===== src/rtl/sap_pkg.sv =====
// ---------------------------------------------------------------------------
// sap_pkg -- shared definitions for the SAP-1 control sequencer.
//   * opcode encodings (OP_NOP .. OP_HLT)
//   * control-word bit indices and the 15-bit ctrl_word_t
//   * T-state enumeration
//   * canned control words used by the microcode ROM and the sequencer
// ---------------------------------------------------------------------------
package sap_pkg;

    localparam int unsigned T_MAX_DEF = 5;

    localparam logic [3:0] OP_NOP = 4'h0;
    localparam logic [3:0] OP_LDA = 4'h1;
    localparam logic [3:0] OP_ADD = 4'h2;
    localparam logic [3:0] OP_SUB = 4'h3;
    localparam logic [3:0] OP_STA = 4'h4;
    localparam logic [3:0] OP_LDI = 4'h5;
    localparam logic [3:0] OP_JMP = 4'h6;
    localparam logic [3:0] OP_JC  = 4'h7;
    localparam logic [3:0] OP_JZ  = 4'h8;
    localparam logic [3:0] OP_OUT = 4'hE;
    localparam logic [3:0] OP_HLT = 4'hF;

    // Bit positions inside the control word. Bit 14 is the halt marker: it is
    // never a datapath strobe, the sequencer uses it as its sticky halt flag.
    localparam int CW_W         = 15;
    localparam int CW_HLT       = 14;
    localparam int CW_PC_OUT    = 13;
    localparam int CW_PC_INC    = 12;
    localparam int CW_PC_JUMP   = 11;
    localparam int CW_MAR_LOAD  = 10;
    localparam int CW_RAM_OUT   = 9;
    localparam int CW_RAM_WRITE = 8;
    localparam int CW_IR_LATCH  = 7;
    localparam int CW_IR_OUT    = 6;
    localparam int CW_A_LATCH   = 5;
    localparam int CW_A_OUT     = 4;
    localparam int CW_B_LATCH   = 3;
    localparam int CW_ALU_OUT   = 2;
    localparam int CW_ALU_SUB   = 1;
    localparam int CW_OUT_LATCH = 0;

    typedef logic [CW_W-1:0] ctrl_word_t;

    typedef enum logic [2:0] {
        T0 = 3'd0,
        T1 = 3'd1,
        T2 = 3'd2,
        T3 = 3'd3,
        T4 = 3'd4
    } tstate_e;

    function automatic ctrl_word_t cw_bit(input int unsigned idx);
        return ctrl_word_t'(1) << idx;
    endfunction

    localparam ctrl_word_t CW_FETCH0 = cw_bit(CW_PC_OUT) | cw_bit(CW_MAR_LOAD);
    localparam ctrl_word_t CW_FETCH1 = cw_bit(CW_RAM_OUT) | cw_bit(CW_IR_LATCH)
                                     | cw_bit(CW_PC_INC);
    localparam ctrl_word_t CW_HALT   = cw_bit(CW_HLT);

endpackage


===== src/rtl/sap_microcode_rom.sv =====
// ---------------------------------------------------------------------------
// sap_microcode_rom -- combinational microcode lookup.
// Given the opcode in effect and the current T-state, returns the control
// word of the following T-state and whether the current state is the last
// active one of the instruction (in which case the word returned is T0).
//
// Ports:
//   opcode_i    in  4   opcode in effect (live at T1, registered afterwards)
//   tstate_i    in  3   current T-state
//   c_flag_i    in  1   carry flag (conditional jumps only)
//   z_flag_i    in  1   zero flag (conditional jumps only)
//   next_word_o out 15  control word for the next T-state
//   last_o      out 1   current T-state ends the instruction
//
// Build option: define SAP_COND_JUMP_EN to decode JC (7) and JZ (8);
// otherwise both fall through as NOP.
// ---------------------------------------------------------------------------
import sap_pkg::*;

module sap_microcode_rom #(
    parameter logic [3:0] HLT_OPCODE = OP_HLT
) (
    input  logic [3:0] opcode_i,
    input  tstate_e    tstate_i,
    input  logic       c_flag_i,
    input  logic       z_flag_i,
    output ctrl_word_t next_word_o,
    output logic       last_o
);

    localparam ctrl_word_t W_ADDR = cw_bit(CW_IR_OUT) | cw_bit(CW_MAR_LOAD);
    localparam ctrl_word_t W_JUMP = cw_bit(CW_IR_OUT) | cw_bit(CW_PC_JUMP);

`ifndef SAP_COND_JUMP_EN
    logic unused_flags;
    assign unused_flags = c_flag_i ^ z_flag_i;
`endif

    always_comb begin
        next_word_o = CW_FETCH0;
        last_o      = 1'b0;
        case (tstate_i)
            T0: next_word_o = CW_FETCH1;
            T1: begin
                if (opcode_i == HLT_OPCODE) begin
                    next_word_o = CW_HALT;
                end else begin
                    case (opcode_i)
                        OP_LDA, OP_ADD, OP_SUB, OP_STA: next_word_o = W_ADDR;
                        OP_LDI: next_word_o = cw_bit(CW_IR_OUT) | cw_bit(CW_A_LATCH);
                        OP_JMP: next_word_o = W_JUMP;
                        OP_OUT: next_word_o = cw_bit(CW_A_OUT) | cw_bit(CW_OUT_LATCH);
`ifdef SAP_COND_JUMP_EN
                        // Flag is sampled here, at the step entering T2.
                        OP_JC: next_word_o = c_flag_i ? W_JUMP : '0;
                        OP_JZ: next_word_o = z_flag_i ? W_JUMP : '0;
`endif
                        default: last_o = 1'b1;
                    endcase
                end
            end
            T2: begin
                case (opcode_i)
                    OP_LDA: next_word_o = cw_bit(CW_RAM_OUT) | cw_bit(CW_A_LATCH);
                    OP_ADD: next_word_o = cw_bit(CW_RAM_OUT) | cw_bit(CW_B_LATCH);
                    OP_SUB: next_word_o = cw_bit(CW_RAM_OUT) | cw_bit(CW_B_LATCH)
                                        | cw_bit(CW_ALU_SUB);
                    OP_STA: next_word_o = cw_bit(CW_A_OUT) | cw_bit(CW_RAM_WRITE);
                    default: last_o = 1'b1;
                endcase
            end
            T3: begin
                case (opcode_i)
                    OP_ADD: next_word_o = cw_bit(CW_ALU_OUT) | cw_bit(CW_A_LATCH);
                    OP_SUB: next_word_o = cw_bit(CW_ALU_OUT) | cw_bit(CW_A_LATCH)
                                        | cw_bit(CW_ALU_SUB);
                    default: last_o = 1'b1;
                endcase
            end
            default: last_o = 1'b1;
        endcase
    end

endmodule


===== src/rtl/sap_control_sequencer.sv =====
// ---------------------------------------------------------------------------
// sap_control_sequencer -- SAP-1 microcoded control unit.
// Advances a T-state counter on each one-shot step pulse and registers the
// control strobes for the new T-state on the same edge. HLT freezes the
// sequencer (tstate=2, strobes 0) until rst_n.
//
// Ports:
//   clk, rst_n (async, active low), step (one-clk qualifier)
//   opcode[3:0], c_flag, z_flag           decode inputs
//   pc_out_en, pc_inc, pc_jump            program counter controls
//   mar_load, ram_out, ram_write          MAR / RAM controls
//   ir_latch, ir_out                      instruction register controls
//   a_latch, a_out, b_latch               A / B register controls
//   alu_out, alu_sub                      ALU controls
//   out_latch                             output register latch
//   halted                                sticky halt indicator
//   tstate[2:0]                           current T-state
//
// Build option: SAP_COND_JUMP_EN enables JC/JZ decode (see sap_microcode_rom).
// ---------------------------------------------------------------------------
import sap_pkg::*;

module sap_control_sequencer #(
    parameter int unsigned T_MAX      = T_MAX_DEF,
    parameter logic [3:0]  HLT_OPCODE = OP_HLT
) (
    input  logic       clk,
    input  logic       rst_n,
    input  logic       step,
    input  logic [3:0] opcode,
    input  logic       c_flag,
    input  logic       z_flag,
    output logic       pc_out_en,
    output logic       pc_inc,
    output logic       pc_jump,
    output logic       mar_load,
    output logic       ram_out,
    output logic       ram_write,
    output logic       ir_latch,
    output logic       ir_out,
    output logic       a_latch,
    output logic       a_out,
    output logic       b_latch,
    output logic       alu_out,
    output logic       alu_sub,
    output logic       out_latch,
    output logic       halted,
    output logic [2:0] tstate
);

    localparam tstate_e T_LAST = tstate_e'(T_MAX - 1);

    tstate_e    tstate_q, tstate_d;
    ctrl_word_t ctrl_q, ctrl_d;
    logic [3:0] opcode_q, opcode_d;
    logic       armed_q;
    logic [3:0] op_eff;
    ctrl_word_t rom_word;
    logic       rom_last;
    logic       advance;

    // The live opcode only matters on the step leaving T1; afterwards the
    // copy captured at that step is used so IR changes cannot corrupt T2..T4.
    assign op_eff = (tstate_q == T1) ? opcode : opcode_q;

    // armed_q blocks a step that lands on the first edge after reset release.
    // The halt marker in the registered word doubles as the sticky halt flag.
    assign advance = step & armed_q & ~ctrl_q[CW_HLT];

    sap_microcode_rom #(
        .HLT_OPCODE (HLT_OPCODE)
    ) u_rom (
        .opcode_i    (op_eff),
        .tstate_i    (tstate_q),
        .c_flag_i    (c_flag),
        .z_flag_i    (z_flag),
        .next_word_o (rom_word),
        .last_o      (rom_last)
    );

    always_comb begin
        tstate_d = tstate_q;
        ctrl_d   = ctrl_q;
        opcode_d = opcode_q;
        if (advance) begin
            opcode_d = op_eff;
            if (rom_last || (tstate_q == T_LAST)) begin
                tstate_d = T0;
                ctrl_d   = CW_FETCH0;
            end else begin
                tstate_d = tstate_e'(tstate_q + 3'd1);
                ctrl_d   = rom_word;
            end
        end
    end

    always_ff @(posedge clk or negedge rst_n) begin
        if (!rst_n) begin
            tstate_q <= T0;
            ctrl_q   <= CW_FETCH0;
            opcode_q <= OP_NOP;
            armed_q  <= 1'b0;
        end else begin
            tstate_q <= tstate_d;
            ctrl_q   <= ctrl_d;
            opcode_q <= opcode_d;
            armed_q  <= 1'b1;
        end
    end

    assign pc_out_en = ctrl_q[CW_PC_OUT];
    assign pc_inc    = ctrl_q[CW_PC_INC];
    assign pc_jump   = ctrl_q[CW_PC_JUMP];
    assign mar_load  = ctrl_q[CW_MAR_LOAD];
    assign ram_out   = ctrl_q[CW_RAM_OUT];
    assign ram_write = ctrl_q[CW_RAM_WRITE];
    assign ir_latch  = ctrl_q[CW_IR_LATCH];
    assign ir_out    = ctrl_q[CW_IR_OUT];
    assign a_latch   = ctrl_q[CW_A_LATCH];
    assign a_out     = ctrl_q[CW_A_OUT];
    assign b_latch   = ctrl_q[CW_B_LATCH];
    assign alu_out   = ctrl_q[CW_ALU_OUT];
    assign alu_sub   = ctrl_q[CW_ALU_SUB];
    assign out_latch = ctrl_q[CW_OUT_LATCH];
    assign halted    = ctrl_q[CW_HLT];
    assign tstate    = tstate_q;

endmodule


===== config.mk =====
export PLATFORM = sky130hd
export DESIGN_NAME = sap_control_sequencer
export DESIGN_NICKNAME = d
export VERILOG_FILES = /design/src/rtl/sap_pkg.sv /design/src/rtl/sap_microcode_rom.sv /design/src/rtl/sap_control_sequencer.sv
export SDC_FILE = /design/constraint.sdc
export NUM_CORES = 1
export LEC_CHECK = 0
export BUFFER_PORTS_ARGS = -buffer_cell sky130_fd_sc_hd__buf_2
export CAP_MARGIN = 40
export CORE_MARGIN = 3
export CORE_UTILIZATION = 40
export DETAILED_ROUTE_END_ITERATION = 10
export PLACE_DENSITY = 0.62
export REMOVE_ABC_BUFFERS = 1
export SETUP_SLACK_MARGIN = 0.3
export SLEW_MARGIN = 20
export SYNTH_ARGS = -nofsm -noshare
export SYNTH_HDL_FRONTEND = slang
export SYNTH_SLANG_ARGS = --single-unit

===== constraint.sdc =====
create_clock -name clk -period 2.1 [get_ports clk]
set_clock_uncertainty 0.05 [all_clocks]
set_input_delay 0.21 -clock clk [delete_from_list [all_inputs] [get_ports clk]]
set_output_delay 0.21 -clock clk [all_outputs]
set_load 0.005 [all_outputs]

==> flow_metrics.tcl <==
set metrics [dict create \
    yosysWarnings 0 \
    worst_slew_pin_slew_ps 686 \
    clk_latency_ps 320 \
    fp.dieW_um 63.2 \
    yosysUniqueCellTypes 42 \
    place_congestion 0.894 \
    drt_iter0_markers 46 \
    max_freq_mhz 509 \
    postSynthCellCount 134 \
    wl_mm 3.41 \
    hpwl_mm 2.10 \
    layout.nets 193 \
    critPathMaxFanout 6 \
    antenna_found_initial 0 \
    root_buffer "clkbuf_4" \
    final_common_cell "buf_2" \
    drc_errors 0 \
    die_area_mm2 0.00400 \
    synth_edf_count 0 \
    drive_above_1_share 0.492 \
    clockBufferDepth 2 \
    max_stage_delay_ps 430 \
    via_per_inst 5.22 \
    fin_crit_sh 0.935 \
    worstPathCellList "ha_4, nand2b_4, buf_8, mux2i_4, mux2i_4, o211ai_4, buf_6, o31ai_2" \
    cts_tree "built" \
    cts_made_buffers 3 \
    diodes 0 \
    track_usage 0.173 \
    syn_area_mm2 0.00131 \
    critical_path_class "reg -> reg" \
    area_growth_pct 42.2 \
    first_pass_iters 4 \
    via_count 1153 \
    synth.ff_latch_count 22 \
    rsz0062_at_grt "true" \
    routedWlPerCell_um 15.4 \
    overflow 0 \
    run_status "finished, final reports clean" \
    hold_violations 0 \
    fin_tns_setup_ps 0 \
    required_ps 2270 \
    die-height_um 63.2 \
    synth-main-ff-cell "dfrtp_1" \
    slew-limit-headroom 0.541 \
    grt_pass1_vias 1181 \
    core_mm2 0.00308 \
    grt_pass1_wl_mm 5.48 \
    path_clk_slew_ps 120 \
    startpoint_type "register" \
    cp.arrival_ps 2130 \
    clock_sinks 22 \
    syn_area_per_cell_um2 9.78 \
    drtAntennaViolNets 0 \
    initial_core_util 0.426 \
    final_core_utilization 0.605 \
    p_leak_nw 0.847 \
    min_path_type "in -> reg" \
    cts-htree-levels 1 \
    min_period_ps 1960 \
    drv_cap 0 \
    slew_viol_final 0 \
    crit_path_frequent_cell "mux2i_4" \
    critPathSlowestCell "dfrtp_1" \
    finalSetupViolations 0 \
    grt_start_max_net_pins 23 \
    synthArstFlopShare 1.00 \
    ys_seq_area_frac 0.422 \
    vdd.ir_drop.worst_mv 0.557 \
    core.rowCount 20 \
    layout_common_cells "buf_2, nand2_1, dfrtp_1" \
    io_buffer_count 24 \
    p_per_area_mw_per_mm2 1370 \
    endpoint_kind "register" \
    num_io_pins 27 \
]
-- cell type report --
class                   count  area [um^2]
clock buffers               3         22.5
fillers                   264         1210
inverters                   5         18.8
multi-input cells          97          856
flip-flops and latches     22          553
well taps                  44         55.1
repair buffers             50          358
-- stage by stage --
stage | setup slack, ps | cells | instance area, um^2 | hold slack, ps | total power, mW
after CTS | 137 | 216 | 1710 | 159 | 2.25
after floorplan | -280 | 124 | 1230 | -136 | 1.29
after global placement | -39.2 | 206 | 1520 | 149 | 1.72
after detailed placement | -51.9 | 206 | 1520 | 164 | 1.74
after global routing | 40.7 | 221 | 1860 | 193 | 2.73
final | 136 | 221 | 1860 | 177 | 2.56
-- worst max-delay path, delay by kind of cell, from the launching register on --
kind	cells	cell delay (ps)
DFF	1	430
AOI/OAI and AO/OA	2	320
muxes	2	440
buffers and inverters	2	320
adders and majority gates	1	190
and+or+nand+nor	1	100
-- kinds of logic (layout without fill, tap and decap cells) --
logic type / Yosys count / after routing / synth area share
other cells: 1 / 1 / 0.00286
compound gates: 38 / 38 / 0.229
xor+xnor: 1 / 1 / 0.00669
simple gates: 44 / 44 / 0.155
flops: 22 / 22 / 0.422
buf+inv: 15 / 58 / 0.0716
fa+ha+maj: 5 / 5 / 0.0478
mux: 8 / 8 / 0.0649
-- registers in the layout, summed over array words and instances, names as in the netlist --
register,flops
armed_q,1
tstate,3
opcode_q,4
ctrl_q,14
-- cells in the mapped netlist, types with 2 or more instances --
| library cell | number | area, um^2 |
|---|---|---|
| dfstp_2 | 2 | 52.6 |
| nand2_1 | 23 | 86.3 |
| nand2b_1 | 2 | 12.5 |
| o21ai_1 | 4 | 20.0 |
| inv_1 | 5 | 18.8 |
| buf_2 | 3 | 15.0 |
| clkbuf_1 | 2 | 7.51 |
| o31ai_2 | 2 | 25.0 |
| ha_1 | 5 | 62.6 |
| buf_6 | 4 | 45.0 |
| a22o_1 | 2 | 17.5 |
| mux2_2 | 4 | 45.0 |
| mux2i_1 | 4 | 40.0 |
| o31ai_4 | 2 | 42.5 |
| o22ai_1 | 4 | 25.0 |
| o21bai_1 | 2 | 15.0 |
| o21ai_0 | 5 | 25.0 |
| o31ai_1 | 3 | 22.5 |
| o41ai_1 | 2 | 17.5 |
| dfrtp_1 | 20 | 500 |
| nand3b_1 | 2 | 15.0 |
| a21oi_1 | 3 | 15.0 |
| nor2_1 | 9 | 33.8 |
| or4_1 | 2 | 15.0 |
-- metal layers --
layer	track usage	share of wire	vias up
li1	-	-	566
met5	0	0	-
met4	0.0647	0.020	0
met2	0.310	0.52	33
met1	0.208	0.43	547
met3	0.0285	0.034	7
-- where the power goes --
part	internal, mW	switching (mW)	leakage, nW
Sequential	0.562	0.0963	0.285
Combinational	0.859	0.842	0.548
Clock	0.0673	0.133	0.0138
Total	1.49	1.07	0.847
-- worst paths after layout --
kind,start,end,slack (ps),depth (start not counted)
max,tstate[0]$_DFFE_PN0P_,ctrl_q[12]$_DFFE_PN0P_,140,8
min,opcode[3],ctrl_q[14]$_DFFE_PN0P_,180,3
max reg2reg,tstate[0]$_DFFE_PN0P_,ctrl_q[12]$_DFFE_PN0P_,140,8
min reg2reg,ctrl_q[2]$_DFFE_PN0P_,ctrl_q[2]$_DFFE_PN0P_,440,2
max in group asynchronous,rst_n,ctrl_q[10]$_DFFE_PN1P_,1310,2
min in group asynchronous,rst_n,ctrl_q[3]$_DFFE_PN0P_,320,2
-- repair_timing --
| action | CTS | global route |
|---|---|---|
| gates resized for setup | 24 | 18 |
| endpoints found under the hold margin | 20 | 0 |
| hold buffers | 1 | 0 |
| setup endpoints to repair | 17 | 20 |
| cloned | 0 | 1 |
| pin swaps | 10 | 12 |
| buffers inserted | 6 | 4 |
Power figures use the tool's default switching activity.
